$ cat src/rtl/mem_bus_arbiter.sv
// Round-robin arbiter sharing one Avalon-style word memory port between instruction and data masters.
// Optional ARB_TIMEOUT_EN macro aborts transfers stalled for TIMEOUT_CYCLES busy cycles.
module mem_bus_arbiter #(
    parameter int unsigned TIMEOUT_CYCLES = 16,
    parameter logic [31:0] ERR_READDATA   = 32'hDEADBEEF
) (
    input  logic        clk,
    input  logic        reset,
    input  logic [31:0] i_address,
    input  logic        i_read,
    output logic        i_waitrequest,
    output logic [31:0] i_readdata,
    input  logic [31:0] d_address,
    input  logic        d_read,
    input  logic        d_write,
    input  logic [31:0] d_writedata,
    input  logic [3:0]  d_byteenable,
    output logic        d_waitrequest,
    output logic [31:0] d_readdata,
    output logic [31:0] mem_address,
    output logic        mem_read,
    output logic        mem_write,
    output logic [31:0] mem_writedata,
    output logic [3:0]  mem_byteenable,
    input  logic [31:0] mem_readdata,
    input  logic        mem_waitrequest,
    output logic        bus_error
);

    typedef enum logic [1:0] {StIdle, StBusyI, StBusyD} state_e;

    localparam logic GrantInstr = 1'b0;
    localparam logic GrantData  = 1'b1;

    state_e state, next_state;
    logic   last_grant, last_grant_next;
    logic   req_i, req_d;
    logic   timeout_hit;
    logic   xfer_end;

    assign req_i    = i_read;
    assign req_d    = d_read | d_write;
    // A transfer ends either on memory completion or on a timeout abort.
    assign xfer_end = ~mem_waitrequest | timeout_hit;

`ifdef ARB_TIMEOUT_EN
    logic [7:0] busy_cnt;

    always_ff @(posedge clk) begin
        if (reset || state == StIdle) begin
            busy_cnt <= 8'd0;
        end else if (mem_waitrequest) begin
            busy_cnt <= busy_cnt + 8'd1;
        end
    end

    assign timeout_hit = (state != StIdle) && mem_waitrequest &&
                         (busy_cnt == 8'(TIMEOUT_CYCLES - 1));
`else
    logic unused_timeout_cfg;
    assign unused_timeout_cfg = ^TIMEOUT_CYCLES;
    assign timeout_hit        = 1'b0;
`endif

    always_ff @(posedge clk) begin
        if (reset) begin
            state      <= StIdle;
            last_grant <= GrantData;
        end else begin
            state      <= next_state;
            last_grant <= last_grant_next;
        end
    end

    always_comb begin
        next_state      = state;
        last_grant_next = last_grant;
        unique case (state)
            StIdle: begin
                if (req_i && (!req_d || last_grant == GrantData)) begin
                    next_state = StBusyI;
                end else if (req_d) begin
                    next_state = StBusyD;
                end
            end
            StBusyI: begin
                // A dropped request abandons the transfer without touching priority.
                if (!req_i) begin
                    next_state = StIdle;
                end else if (xfer_end) begin
                    next_state      = StIdle;
                    last_grant_next = GrantInstr;
                end
            end
            StBusyD: begin
                if (!req_d) begin
                    next_state = StIdle;
                end else if (xfer_end) begin
                    next_state      = StIdle;
                    last_grant_next = GrantData;
                end
            end
            default: next_state = StIdle;
        endcase
    end

    always_comb begin
        mem_address    = 32'd0;
        mem_read       = 1'b0;
        mem_write      = 1'b0;
        mem_writedata  = 32'd0;
        mem_byteenable = 4'd0;
        i_waitrequest  = 1'b1;
        d_waitrequest  = 1'b1;
        i_readdata     = 32'd0;
        d_readdata     = 32'd0;
        bus_error      = 1'b0;
        if (!reset) begin
            unique case (state)
                StIdle: ;
                StBusyI: begin
                    mem_address    = i_address;
                    mem_read       = req_i;
                    mem_byteenable = 4'b1111;
                    if (req_i && xfer_end) begin
                        i_waitrequest = 1'b0;
                        i_readdata    = timeout_hit ? ERR_READDATA : mem_readdata;
                        bus_error     = timeout_hit;
                    end
                end
                StBusyD: begin
                    mem_address   = d_address;
                    mem_writedata = d_writedata;
                    if (d_write) begin
                        mem_write      = 1'b1;
                        mem_byteenable = d_byteenable;
                    end else begin
                        mem_read       = d_read;
                        mem_byteenable = 4'b1111;
                    end
                    if (req_d && xfer_end) begin
                        d_waitrequest = 1'b0;
                        d_readdata    = timeout_hit ? ERR_READDATA : mem_readdata;
                        bus_error     = timeout_hit;
                    end
                end
                default: ;
            endcase
        end
    end

endmodule

$ cat config.mk
export PLATFORM = sky130hd
export DESIGN_NAME = mem_bus_arbiter
export DESIGN_NICKNAME = d
export VERILOG_FILES = /design/src/rtl/mem_bus_arbiter.sv
export SDC_FILE = /design/constraint.sdc
export NUM_CORES = 1
export LEC_CHECK = 0
export CAP_MARGIN = 10
export CORE_AREA = 2 2 107 109
export CTS_CLUSTER_DIAMETER = 100
export CTS_CLUSTER_SIZE = 24
export DETAILED_ROUTE_END_ITERATION = 8
export DIE_AREA = 0 0 109 111
export HOLD_SLACK_MARGIN = 0.15
export PLACE_DENSITY = 0.69
export RECOVER_POWER = 50
export SLEW_MARGIN = 20
export SYNTH_ARGS = -nofsm -noshare
export SYNTH_HDL_FRONTEND = slang
export SYNTH_SLANG_ARGS = --single-unit
$ cat constraint.sdc
create_clock -name clk -period 2.33 [get_ports clk]
set_input_delay 0.699 -clock clk [delete_from_list [all_inputs] [get_ports clk]]
set_output_delay 0.699 -clock clk [all_outputs]
set_load 0.01 [all_outputs]
==> results of run 1 <==
[metal layers]
layer	share of wire	up-vias
li1	-	1406
met2	0.55	170
met3	0.095	14
met5	0	-
met4	0.0098	0
met1	0.35	1366
[sequential cells by signal, indices dropped and copies added (netlist names)]
name / count
last_grant: 1
state: 2
[worst max-delay path by stage]
stage,to,cells past startpoint
after global routing,d_readdata[19],8
final,mem_writedata[28],6
after global placement,mem_writedata[29],5
after detailed placement,d_readdata[3],6
after CTS,d_readdata[12],9
after floorplan,i_readdata[22],4
[worst reg2reg max path: stages (launching register included)]
cell and delay [ns]:
dfxtp_4 0.35, buf_6 0.12, ha_4 0.16, buf_4 0.13, buf_4 0.14, a21oi_1 0.17
o21ai_0 0.11, a211o_1 0.29
[kinds of logic (layout without fill, tap and decap cells)]
logic type	after synthesis	count (layout)
buffers and inverters	28	326
and+or+nand+nor	151	151
DFF	3	3
other	1	1
AOI/OAI and AO/OA	52	52
adders and majority gates	6	6
[cells in the final DEF (no fill, tap or decap), types with 3 or more instances in the layout]
cell and count:
clkbuf_16 4, buf_8 3, dlygate4sd2_1 9, buf_6 53, a22oi_2 24, ha_4 4
a22oi_1 8, a21oi_1 5, clkdlybuf4s15_1 13, o21ai_0 3, buf_2 60, buf_4 21
buf_16 7, and2_4 43, nand2b_1 4, nor2_1 34, buf_12 7, clkdlybuf4s50_1 132
clkbuf_2 11, and2_1 54
[metrics by stage]
stage	total power, mW	std cells	utilization	worst slack, ns
3_5_place_dp	0.7473	656	0.4087	-0.7637
6_report	1.174	682	0.4550	-0.001211
2_1_floorplan	0.2903	241	-	0.1355
4_1_cts	1.132	683	0.4367	-0.1464
3_3_place_gp	0.7356	656	0.4087	-0.7414
5_1_grt	1.241	682	0.4550	-0.06769
[layout make-up]
class / instances / share of cell area
clock buffer: 4 / 0.01564
timing repair buffer: 317 / 0.6038
tap: 143 / 0.03550
inverter: 5 / 0.005214
sequential: 3 / 0.01341
multi-input combinational: 210 / 0.3265
[timing repair]
action | 4_1_cts | 5_1_grt
setup endpoints to repair | 136 | 114
pin swaps | 34 | 11
resized for setup | 577 | 98
gates cloned | 10 | 2
buffers inserted | 13 | 0
[power breakdown]
part           leakage, nW  internal, mW  switching, mW  total (mW)
Sequential          0.0260        0.0584         0.0102      0.0686
Clock               0.0382         0.226         0.0442       0.270
Combinational         2.24         0.500          0.335       0.836
==> flow_summary_export.csv, run 1 <==
group,metric,value,unit
outcome,status,"finished with violations",
outcome,violations,"setup timing",
synth,synth.area.mux_share,0,
power_and_ir_drop,peakVddDrop,0.2352,mV
setup_path,cp_common_cell,"buf_4",
synth,yosys_warnings,0,
clock_network,ctsRootBufferMaster,"clkbuf_16",
setup_path,rr_endpoint,"last_grant",
power_and_ir_drop,powerDensity,233.0,mW/mm^2
floorplan,initial_core_util,0.1331,
setup_path,worst-setup-path-type,"reg2out",
routing,drt-pass1-iter-count,4,
setup_path,r2r_cells,7,
timing,fin_hold_ws,0.5049,ns
synth,synth_top_flop_cell,"dfxtp_1",
timing,clock.fmax,429.0,MHz
synth,synth_area,0.001474,mm^2
grt,globalRouteTotalUtil,0.1663,
run,cap_violations,0,
synth,synth_top_family_by_area,"simple AND/OR/NAND/NOR gates",
routing,wl,11040,um
timing,maxSlewViolCount,0,
grt,met1_usage,0.1718,
synth,synth_compound_area_frac,0.2496,
timing,finalSetupTns,-0.001360,ns
min_path,min_path_cells,1,
routing,vias,2956,
synth,ys_seq_area_frac,0.04075,
placed_design,placed_cell_area,0.004527,mm^2
synth,synth-xor-area-share,0,
floorplan,die-width,109,um
synth,yosys.area_share.simple,0.5815,
layout,final-seq-area,67.56,um^2
placed_design,hpwl,7311,um
timing,setup_viol,2,
setup_path,critPathMaxStageDelay,0.37,ns
timing,period_minus_slack,2.331,ns
placed_design,place.gp.congestion,0.7715,
clock_network,clkTransAtPathRegs,0.03,ns
setup_path,critical_path.startpoint_type,"flop",
clock_network,clkLatencyLatePin,0.22,ns
synth,async_flop_share,0,
grt,grt_util_met3,0.03586,
setup_path,reg2reg_slack,0.73,ns
routing,wire_per_inst,16.18,um
setup_path,path_cells,"buf_4 -> ha_4 -> nor2b_4 -> buf_4 -> and2_1 -> dlygate4sd2_1",
layout,area.growth.synth_to_final,241.9,%
setup_path,startpoint,"state[1]",
synth,synth-edff-count,0,
layout,fillers,1063,
synth,yosys.cell_count.top_type,"and2_1",
grt,antenna_found_initial,0,
timing,layout_setup_ws,-0.001211,ns
grt,grt_overflow,0,
setup_path,endpoint_kind,"output pin",
timing,rsz0062_at_grt,"true",
layout,stdcell_area,0.005040,mm^2
synth,netlist_instances,241,
grt,grt_start_max_net_pins,39,
synth,ys_types,32,
grt,met2_usage,0.3321,
clock_network,htree_num_levels,1,
layout,drive_gt1_frac,0.4694,
min_path,min_to,"last_grant",
synth,ys_top_cells_by_count,"and2_1, nor2_1, a22oi_1, clkbuf_1, a21oi_1",
min_path,hold_path_class,"reg2reg",
clock_network,cts_tree,"yes",
routing,drc,0,
floorplan,num_rows,39,
layout,multi_input_area,0.001645,mm^2
floorplan,die_h,111,um
synth,synth_area_leaders,"and2_1, a22oi_1, nor2_1",
floorplan,pin_count,275,
routing,dr.first_iter.drc_count,119,
floorplan,coreArea,0.01108,mm^2
setup_path,cpLargestDelayFamily,"buffers and inverters",
placed_design,portBuffers,273,
setup_path,cp.required,1.63,ns
layout,nets,684,
clock_network,ctsHoldBuffers,0,
synth,yosysTopAreaCell,"and2_1",
synth,synth-seq-cells,3,
timing,finClkSkew,0.002491,ns
grt,grt_first_pass_wirelength,16020,um
setup_path,critical_path.slowest_cell,"dfxtp_4",
routing,vias_per_cell,4.334,
clock_network,cts-buffers-inserted,3,
setup_path,worstPathArrival,1.63,ns
power_and_ir_drop,power_leakage,2.308,nW
timing,finalHoldViolCount,0,
timing,post-route-period-util,1.001,
synth,synth_fa_ha_area_frac,0.05093,
synth,syn_nets,385,
layout,num_antenna_cells,0,
min_path,holdCritStartpoint,"last_grant",
synth,synth_area_per_cell,6.116,um^2
grt,grt-busiest-layer,"met2",
clock_network,cts_max_path_buffers,2,
setup_path,cp.buffers_inverters,3,
floorplan,die_area,0.01210,mm^2
routing,ant_nets,0,
synth,synth_top_area_frac,0.4117,
clock_network,clkSinkCount,3,
grt,first_global_vias,3099,
setup_path,worstReg2RegStart,"state[1]",
setup_path,critical_path.max_fanout,6,
Power figures use the tool's default switching activity.
==> run 2, diff against run 1 <==
--- a/config.mk
+++ b/config.mk
@@ -5,6 +5,7 @@
 export SDC_FILE = /design/constraint.sdc
 export NUM_CORES = 1
 export LEC_CHECK = 0
+export ABC_CLOCK_PERIOD_IN_PS = 2330
 export CAP_MARGIN = 10
 export CORE_AREA = 2 2 107 109
 export CTS_CLUSTER_DIAMETER = 100
==> results of run 2 <==
No change in the layout: final DEF, timing and power equal those of run 1.
